<file path="config.mk">
export PLATFORM = sky130hd
export DESIGN_NAME = debouncer
export DESIGN_NICKNAME = d
export VERILOG_FILES = /design/src/rtl/debouncer.sv
export SDC_FILE = /design/constraint.sdc
export NUM_CORES = 1
export LEC_CHECK = 0
export ABC_AREA = 1
export CAP_MARGIN = 5
export CORE_AREA = 4 4 41 43
export DETAILED_ROUTE_END_ITERATION = 6
export DIE_AREA = 0 0 45 47
export PLACE_DENSITY = 0.68
export SYNTH_ARGS = -nofsm -noshare
export SYNTH_HDL_FRONTEND = slang
export SYNTH_SLANG_ARGS = --single-unit
</file>
<file path="constraint.sdc">
create_clock -name clk -period 2.5 [get_ports clk]
set_input_delay 0.25 -clock clk [delete_from_list [all_inputs] [get_ports clk]]
set_output_delay 0.25 -clock clk [all_outputs]
set_load 0.1 [all_outputs]
</file>
<file path="src/rtl/debouncer.sv">
// Debounces a synchronized level and counts accepted rising transitions (counter under DEBOUNCER_EVT_COUNTER_EN).
// Latency: out/rise/fall update at the STABLE_CYCLES-th consecutive edge sampling the new level.
// Backpressure: none; one sample per clk, clear_evt wins over a same-edge increment.
module debouncer #(
  parameter int unsigned STABLE_CYCLES = 16,
  parameter int unsigned EVT_WIDTH     = 8
) (
  input  logic                 clk,
  input  logic                 resetn,
  input  logic                 in,
  input  logic                 clear_evt,
  output logic                 out,
  output logic                 rise,
  output logic                 fall,
  output logic [EVT_WIDTH-1:0] evt_count,
  output logic                 evt_ovf
);

  localparam int unsigned CW = $clog2(STABLE_CYCLES + 1);
  // The sample that would bring cnt to STABLE_CYCLES completes the check, so cnt never reaches it.
  localparam logic [CW-1:0] CNT_LAST = CW'(STABLE_CYCLES - 1);

  typedef enum logic [1:0] {LOW, CHK_HIGH, HIGH, CHK_LOW} state_t;

  state_t        state, state_nxt;
  logic [CW-1:0] cnt, cnt_nxt;
  logic          rise_nxt, fall_nxt, out_nxt;

  always_ff @(posedge clk or negedge resetn) begin
    if (!resetn) begin
      state <= LOW;
      cnt   <= '0;
      out   <= 1'b0;
      rise  <= 1'b0;
      fall  <= 1'b0;
    end else begin
      state <= state_nxt;
      cnt   <= cnt_nxt;
      out   <= out_nxt;
      rise  <= rise_nxt;
      fall  <= fall_nxt;
    end
  end

  always_comb begin
    state_nxt = state;
    cnt_nxt   = cnt;
    rise_nxt  = 1'b0;
    fall_nxt  = 1'b0;
    case (state)
      LOW: begin
        if (in) begin
          state_nxt = CHK_HIGH;
          cnt_nxt   = CW'(1);
        end
      end
      CHK_HIGH: begin
        if (!in) begin
          state_nxt = LOW;
          cnt_nxt   = '0;
        end else if (cnt == CNT_LAST) begin
          state_nxt = HIGH;
          cnt_nxt   = '0;
          rise_nxt  = 1'b1;
        end else begin
          cnt_nxt = cnt + CW'(1);
        end
      end
      HIGH: begin
        if (!in) begin
          state_nxt = CHK_LOW;
          cnt_nxt   = CW'(1);
        end
      end
      CHK_LOW: begin
        if (in) begin
          state_nxt = HIGH;
          cnt_nxt   = '0;
        end else if (cnt == CNT_LAST) begin
          state_nxt = LOW;
          cnt_nxt   = '0;
          fall_nxt  = 1'b1;
        end else begin
          cnt_nxt = cnt + CW'(1);
        end
      end
      default: begin
        state_nxt = LOW;
        cnt_nxt   = '0;
      end
    endcase
    out_nxt = (state_nxt == HIGH) || (state_nxt == CHK_LOW);
  end

`ifdef DEBOUNCER_EVT_COUNTER_EN
  always_ff @(posedge clk or negedge resetn) begin
    if (!resetn) begin
      evt_count <= '0;
      evt_ovf   <= 1'b0;
    end else if (clear_evt) begin
      evt_count <= '0;
      evt_ovf   <= 1'b0;
    end else if (rise_nxt) begin
      evt_count <= evt_count + EVT_WIDTH'(1);
      if (evt_count == '1) evt_ovf <= 1'b1;
    end
  end
`else
  logic unused_clear_evt;
  assign unused_clear_evt = clear_evt;
  assign evt_count        = '0;
  assign evt_ovf          = 1'b0;
`endif

endmodule

</file>
; ---- Word level (Yosys, flattened, before mapping)
; Cells that the tools add are included.
[totals]
ff_bits = 10
latch_bits = 0
mem_bits_rw = 0
rom_bits = 0
input_bits = 4
out_inout_bits = 12
elab_cells = 35
memories = 0
[classes]
add_sub_neg = 1
multipliers = 0
n_div = 0
n_lt_le_gt_ge = 0
eq_ne = 8
shifts = 0
mux = 18
bitwise = 0
n_reduce_logical = 3
[ops]
columns = operator, n
row1 = 5-bit 2-to-1 mux, 5
row2 = 5-bit one-hot mux with 4 select lines, 1
row3 = 2-bit 2-to-1 mux, 6
row4 = 2-bit equality test (second input constant), 4
row5 = 2-bit one-hot mux with 4 select lines, 1
row6 = 5-bit by 1-bit adder with 5-bit output (second input constant), 1
row7 = 5-bit by 4-bit equality test with 1-bit output (second input constant), 1
row8 = 1-bit 2-to-1 mux, 5
row9 = 2-bit != test (second input constant), 2
row10 = 2-bit by 1-bit equality test with 1-bit output (second input constant), 1
row11 = 2-bit zero test, 1
row12 = 2-bit AND reduction, 1
row13 = 1-bit logical OR, 1

; ---- Longest topological paths before layout
; Gate-level depths: netlist of run 1.
[logic_depth]
depth_word = 6
depth_mapped = 7
depth_no_buf = 7

; ---- Worst setup path after synthesis of run 1
; No wires, ideal clock.
[synth_timing]
path_kind = register to output
from = register fall
to = output fall
arrival_time_ns = 0.883
required_ns = 2.250
setup_slack_ns = 1.367
path_stages_with_launch = 1
path_buffers = 0
path_cell_list = dfrtp_1
[synth_rtl]
columns = item, line
row1 = "start, declared", 14  ; output logic fall,
row2 = "start signal, assigned", 41  ; fall <= fall_nxt;
; No word-level cell between the ends.

; ---- Worst setup path after layout of run 1
[layout_timing]
from = register cnt[0]
to = register state[1]
[layout_via]
elab_chain_len = 4
elab_cells_between_ends = 6
classes_between = eq/ne (1) / mux (5)
[layout_rtl]
columns = item, line
row1 = "start, declared", 26  ; logic [CW-1:0] cnt, cnt_nxt;
row2 = "start signal, assigned", 38  ; cnt <= cnt_nxt;
row3 = 5-bit by 4-bit equality test with 1-bit output *, "61, 79"
row4 = 2-bit 2-to-1 mux (on tied branches), "79, 61"
row5 = 2-bit 2-to-1 mux (on tied branches), "76, 58"
row6 = 2-bit one-hot mux with 4 select lines *, 50  ; case (state)
row7 = named net state_nxt[1], 25  ; state_t state, state_nxt;
row8 = "end signal, assigned", 37  ; state <= state_nxt;
row9 = "end, declared", 25
; The timed path passes the listed nets; every way through them passes the cells marked *.
; A chain may end at the register's enable or synchronous reset.

==> metrics.txt, run 1 <==
outcome=complete, no violations; Antenna Cells=0; crit path capture type=register; Sink Count=10; crit-path max FO=5; DP HPWL=661.6 µm; Reg2Reg Depth=6; Synth Warn #=0; vias in the first global route=370; Antenna Nets Post-Route=0; number of fill cells in the layout=133; Area contributors post-synth=dfrtp_1, buf_4, nand2_1; top_reg_cell synth=dfrtp_1; core area=1301 µm²; minimum clock period=1.256 ns; max-cap violations=0; aggregate global routing overflow=0; fmax=0.7962 GHz; area share of the leading cell type in the synthesized netlist=47.85%; H-Tree Level Count=1; gpl congestion=0.7631; Syn Inst Count=61; post_cts resized=0; nets=75; first-pass GRT wire length=1483 µm; synth unique cells=17; chip width=45 µm; die area=2115 µm²; clock latency at the later pin of the worst-skew pair=0.27 ns; final setup fails=0; DR iter-0 viols=4; synthesized area=523.0 µm²; Via Count=375; cell taking the most area after synthesis=dfrtp_1; Final TNS setup=0 ns; die height=47 µm; # rows=13; Post-CTS Setup Repair Bufs=0; Via density=4.464; GRT Overall Usage=10.61%; crit share post-route=50.24%; hold violation count in the final report=0; CP Launch Type=register; VDD IR max=293.7 µV; share of layout cells above drive strength 1=14.49%; Crit path arrival time=1.42 ns; DR pass1 iterations=3; Mean Syn Cell Area=8.574 µm²; synthesized flop and latch total=10; Num CTS Buffers=3; initial cell density of the core=40.19%; Longest Clk Path Bufs=2; Syn-to-layout area delta=11.48%; Top-Level Pins=16; number of enable flip-flop cells after synthesis=0; DR DRC count=0; Port-buffer cells=5; Clock Skew=0.003820 ns; Hold Crit Class=primary input to asynchronous set/reset pin; leakage power=0.3315 nW; RSZ-0062 raised after global routing=false; Post-Route WL=857 µm; largest net degree at the start of global routing=11; Setup WS pre-CTS=1.147 ns; cts hold-fix bufs=0; Cell Pwr Density=694.7 nW/µm²; Root Buffer=clkbuf_4; initial antenna violation count=0; Synth async-reset ratio=100.0%; WP data required=2.66 ns; routed len/inst=10.20 µm; clk slew on worst S/H paths=0.07 ns; kind of critical path=register to register; Util after Layout=44.81%; register area share after synthesis=47.85%; CTS tree=yes; final worst slack=1.244 ns; Slew Viols, Final=0
synth_stat cells, drive strengths merged (2+ instances only):
| library cell | count |
|---|---|
| buf | 9 |
| nor2 | 5 |
| dfrtp | 10 |
| inv | 7 |
| o21ai | 2 |
| nand2 | 17 |
| nand3 | 4 |
critical path: stages, from the launching register on:
cell	delay, ns
dfrtp_1	0.42
ha_1	0.23
nand3_2	0.12
nor2_4	0.12
nand3_1	0.10
nand2_1	0.11
inv_1	0.05
layout by cell type, fill, tap and decap left out, types with 2 or more instances in the layout:
cell type / Yosys / routed
nand2_1: 16 / 16
clkbuf_4: 0 / 3
dfrtp_1: 10 / 10
o21ai_0: 2 / 2
buf_4: 9 / 3
nor2_1: 4 / 4
nand3_1: 3 / 3
clkdlybuf4s50_1: 0 / 2
inv_1: 7 / 7
conb_1: 1 / 9
registers in the layout, indices dropped and copies added (netlist names):
register / cells
cnt: 5
rise: 1
out: 1
state: 2
fall: 1
area by class of cell:
class,count,area [µm²],area share (%)
inverters,7,26.28,4.506
repair buffers,5,42.54,7.296
flip-flops and latches,10,250.2,42.92
well taps,15,18.77,3.219
multi-input cells,43,209.0,35.84
clock buffers,4,36.28,6.223
report_power, final:
group	internal [mW]	switching (mW)	total (mW)
clock	0.0885	0.0566	0.145
sequential	0.168	0.00889	0.177
combinational	0.0108	0.0721	0.0829
cell families (layout without fill, tap and decap cells):
family,count (synthesis),in the layout,share of synthesized area (%)
AO/OA/AOI/OAI,4,4,4.306
XOR/XNOR,1,1,1.675
adder cells (fa/ha/maj),1,1,2.392
buffers and inverters,16,16,17.94
flip-flops,10,10,47.85
other,1,9,0.7170
AND/OR/NAND/NOR,28,28,25.12
layer usage:
metal	GRT usage, %	part of all wire (%)	vias up
li1	-	-	187
met1	10.30	42	174
met2	16.67	46	9
met3	3.448	5.6	5
met4	12.28	5.4	0
met5	0	0	-
path summary, 6_finish.rpt:
path	start	end	slack, ns
max	cnt[0]	state[1]	1.24
min	resetn	rise	0.29
max reg2reg	cnt[0]	state[1]	1.24
min reg2reg	state[1]	fall	0.55
max in group asynchronous	resetn	cnt[1]	1.90
min in group clk	state[1]	fall	0.55
per-stage QoR:
stage	instances	cell area [µm²]	hold slack, ns	power (mW)
floorplan	69	553.0	-0.04559	0.2626
global placement	80	546.8	0.5158	0.2618
detailed placement	80	546.8	0.5415	0.2632
CTS	84	583.1	0.3156	0.4105
global route	84	583.1	0.3432	0.4271
finish	84	583.1	0.2920	0.4051
(Power assumes the default switching activity.)
==> inputs of run 2 (changes only) <==
==> constraint.sdc (replaced) <==
create_clock -name clk -period 1.3 [get_ports clk]
set_input_delay 0.13 -clock clk [delete_from_list [all_inputs] [get_ports clk]]
set_output_delay 0.13 -clock clk [all_outputs]
set_load 0.1 [all_outputs]
==> run 2 against run 1 <==
  * Sequential share of layout area fell by 3.2 points
  * Power rose by 96%
  * Sequential power rose by 90%
  * Flip-flop and latch count did not move
  * Wire length rose by 1.4%
  * Hold slack got worse by 0.12 ns
  * Cell area rose by 8.2%
  * Global-route usage fell by 0.22 points
  * Cell count rose by 1.2%
  * Critical path type unchanged
  * Largest cell class unchanged
  * Largest power group unchanged
==> metrics.txt, run 2 (same netlist as run 1, synthesis figures left out) <==
outcome=complete, no violations (unchanged); clock latency at the later pin of the worst-skew pair=0.26 ns (was 0.27 ns); Sink Count=10 (unchanged); Num CTS Buffers=3 (unchanged); Via density=4.153 (was 4.464); switching part of the total power=34.36% (was 33.97%); Root Buffer=clkbuf_4 (unchanged); aggregate global routing overflow=0 (unchanged); max FFs per register=5 (unchanged); Top-Level Pins=16 (unchanged); max-cap violations=0 (unchanged); Crit path arrival time=1.37 ns (was 1.42 ns); DP HPWL=658.7 µm (was 661.6 µm); Clock Skew=0.0007639 ns (was 0.003820 ns); placed cell count=81 (was 80); final setup fails=0 (unchanged); Antenna Cells=0 (unchanged); Port-buffer cells=5 (unchanged); crit share post-route=92.50% (was 50.24%); fmax=0.8316 GHz (was 0.7962 GHz); cts hold-fix bufs=0 (unchanged); Setup WS pre-CTS=0.06041 ns (was 1.147 ns); RSZ-0062 raised after global routing=false (unchanged); clk slew on worst S/H paths=0.07 ns (about the same); most frequent cells in the layout=nand2_1, dfrtp_1, conb_1, inv_1, nor2_1 (unchanged); crit path capture type=register (unchanged); die height=47 µm (unchanged); Combinational Power Share=21.7% (was 20.5%); Non-Filler Instances=85 (was 84); minimum clock period=1.202 ns (was 1.256 ns); final worst slack=0.09756 ns (was 1.244 ns); Syn-to-layout area delta=20.57% (was 11.48%); Hold Crit Class=primary input to asynchronous set/reset pin (unchanged); DR DRC count=0 (unchanged); gpl congestion=0.8233 (was 0.7631); routed len/inst=10.22 µm (was 10.20 µm); initial cell density of the core=40.19% (unchanged); Antenna Nets Post-Route=0 (unchanged); number of fill cells in the layout=123 (was 133); vias in the first global route=355 (was 370); Final TNS setup=0 ns (unchanged); core area=1301 µm² (unchanged); Clk network pwr share=35.9% (was 35.8%); NetSw=272.5 µW (was 137.6 µW); VDD IR max=429.7 µV (was 293.7 µV); first-pass GRT wire length=1455 µm (was 1483 µm); Longest Clk Path Bufs=2 (unchanged); biggest regs=cnt: 5 flops, state: 2 flops (unchanged); FF-to-FF End=state[1] (unchanged); nets=76 (was 75); leakage power=0.3424 nW (was 0.3315 nW); CP startpoint=cnt[1] (was cnt[0]); post_cts resized=0 (unchanged); largest net degree at the start of global routing=11 (unchanged); commonest non-fill, non-tap cell in the layout=nand2_1 (unchanged); Slew Viols, Final=0 (unchanged); GRT Overall Usage=10.39% (was 10.61%); # rows=13 (unchanged); hold violation count in the final report=0 (unchanged); CP Launch Type=register (unchanged); DR pass1 iterations=4 (was 3); chip width=45 µm (unchanged); Cell Pwr Density=1258 nW/µm² (was 694.7 nW/µm²); CTS tree=yes (unchanged); R2R setup slack=0.1 ns (was 1.24 ns); largest register by flop count=cnt (unchanged); crit-path max FO=4 (was 5); H-Tree Level Count=1 (unchanged); internal power=520.5 µW (was 267.5 µW); Post-Route WL=869 µm (was 857 µm); Util after Layout=48.46% (was 44.81%); Reg2Reg Depth=6 (unchanged); DR iter-0 viols=8 (was 4); share of layout cells above drive strength 1=17.14% (was 14.49%); Via Count=353 (was 375); Flop pwr share=42.4% (was 43.7%); Post-CTS Setup Repair Bufs=0 (unchanged); WP data required=1.46 ns (was 2.66 ns); kind of critical path=register to register (unchanged); r2r startpoint=cnt[1] (was cnt[0]); initial antenna violation count=0 (unchanged); die area=2115 µm² (unchanged)
## run 2: cell count changes in the layout (fill, tap and decap cells not counted), sizes merged
cell | before | now
buf | 3 | 4
## run 2: worst max-delay path, stage by stage, from the launching register on
cell and delay, ns:
dfrtp_1 0.40, ha_2 0.22, nand3_2 0.11, nor2_4 0.12, nand3_1 0.10, nand2_1 0.11
inv_1 0.04
## run 2: per-layer routing
metal	vias up	GRT usage (%)	part of all wire [%]
met1	158	12.00	44
met4	0	10.53	3.2
met5	-	0	0
met2	6	14.69	48
li1	187	-	-
met3	2	3.448	4.4
## run 2: worst max-delay path by stage
stage / to / slack (ns) / depth (start not counted)
2_1_floorplan: out / 0.19 / 6
3_3_place_gp: cnt[1] / 0.08 / 7
3_5_place_dp: cnt[1] / 0.06 / 7
4_1_cts: state[1] / 0.08 / 6
5_1_grt: state[1] / 0.01 / 6
6_report: state[1] / 0.1 / 6
## run 2: final cells by class
cell class / count / area [µm²] / share of cell area (%)
clock buffers: 4 / 36.28 / 5.754
flip-flops and latches: 10 / 250.2 / 39.68
well taps: 15 / 18.77 / 2.976
multi-input cells: 43 / 211.5 / 33.53
repair buffers: 6 / 87.58 / 13.89
inverters: 7 / 26.28 / 4.167
## run 2: power groups by stage
stage / Combinational, mW / Sequential [mW] / Clock [mW]
floorplan: 0.163 / 0.342 / 0
global placement: 0.168 / 0.341 / 0
detailed placement: 0.171 / 0.342 / 0
CTS: 0.171 / 0.336 / 0.289
global route: 0.183 / 0.339 / 0.303
finish: 0.172 / 0.336 / 0.285
## run 2: stage by stage
stage	total power, mW	cell area [µm²]	hold slack (ns)
after floorplan	0.5050	553.0	-0.1656
after global placement	0.5095	591.8	0.4783
after detailed placement	0.5123	591.8	0.4730
after CTS	0.7950	628.1	0.1885
after global routing	0.8238	630.6	0.2161
final	0.7930	630.6	0.1702
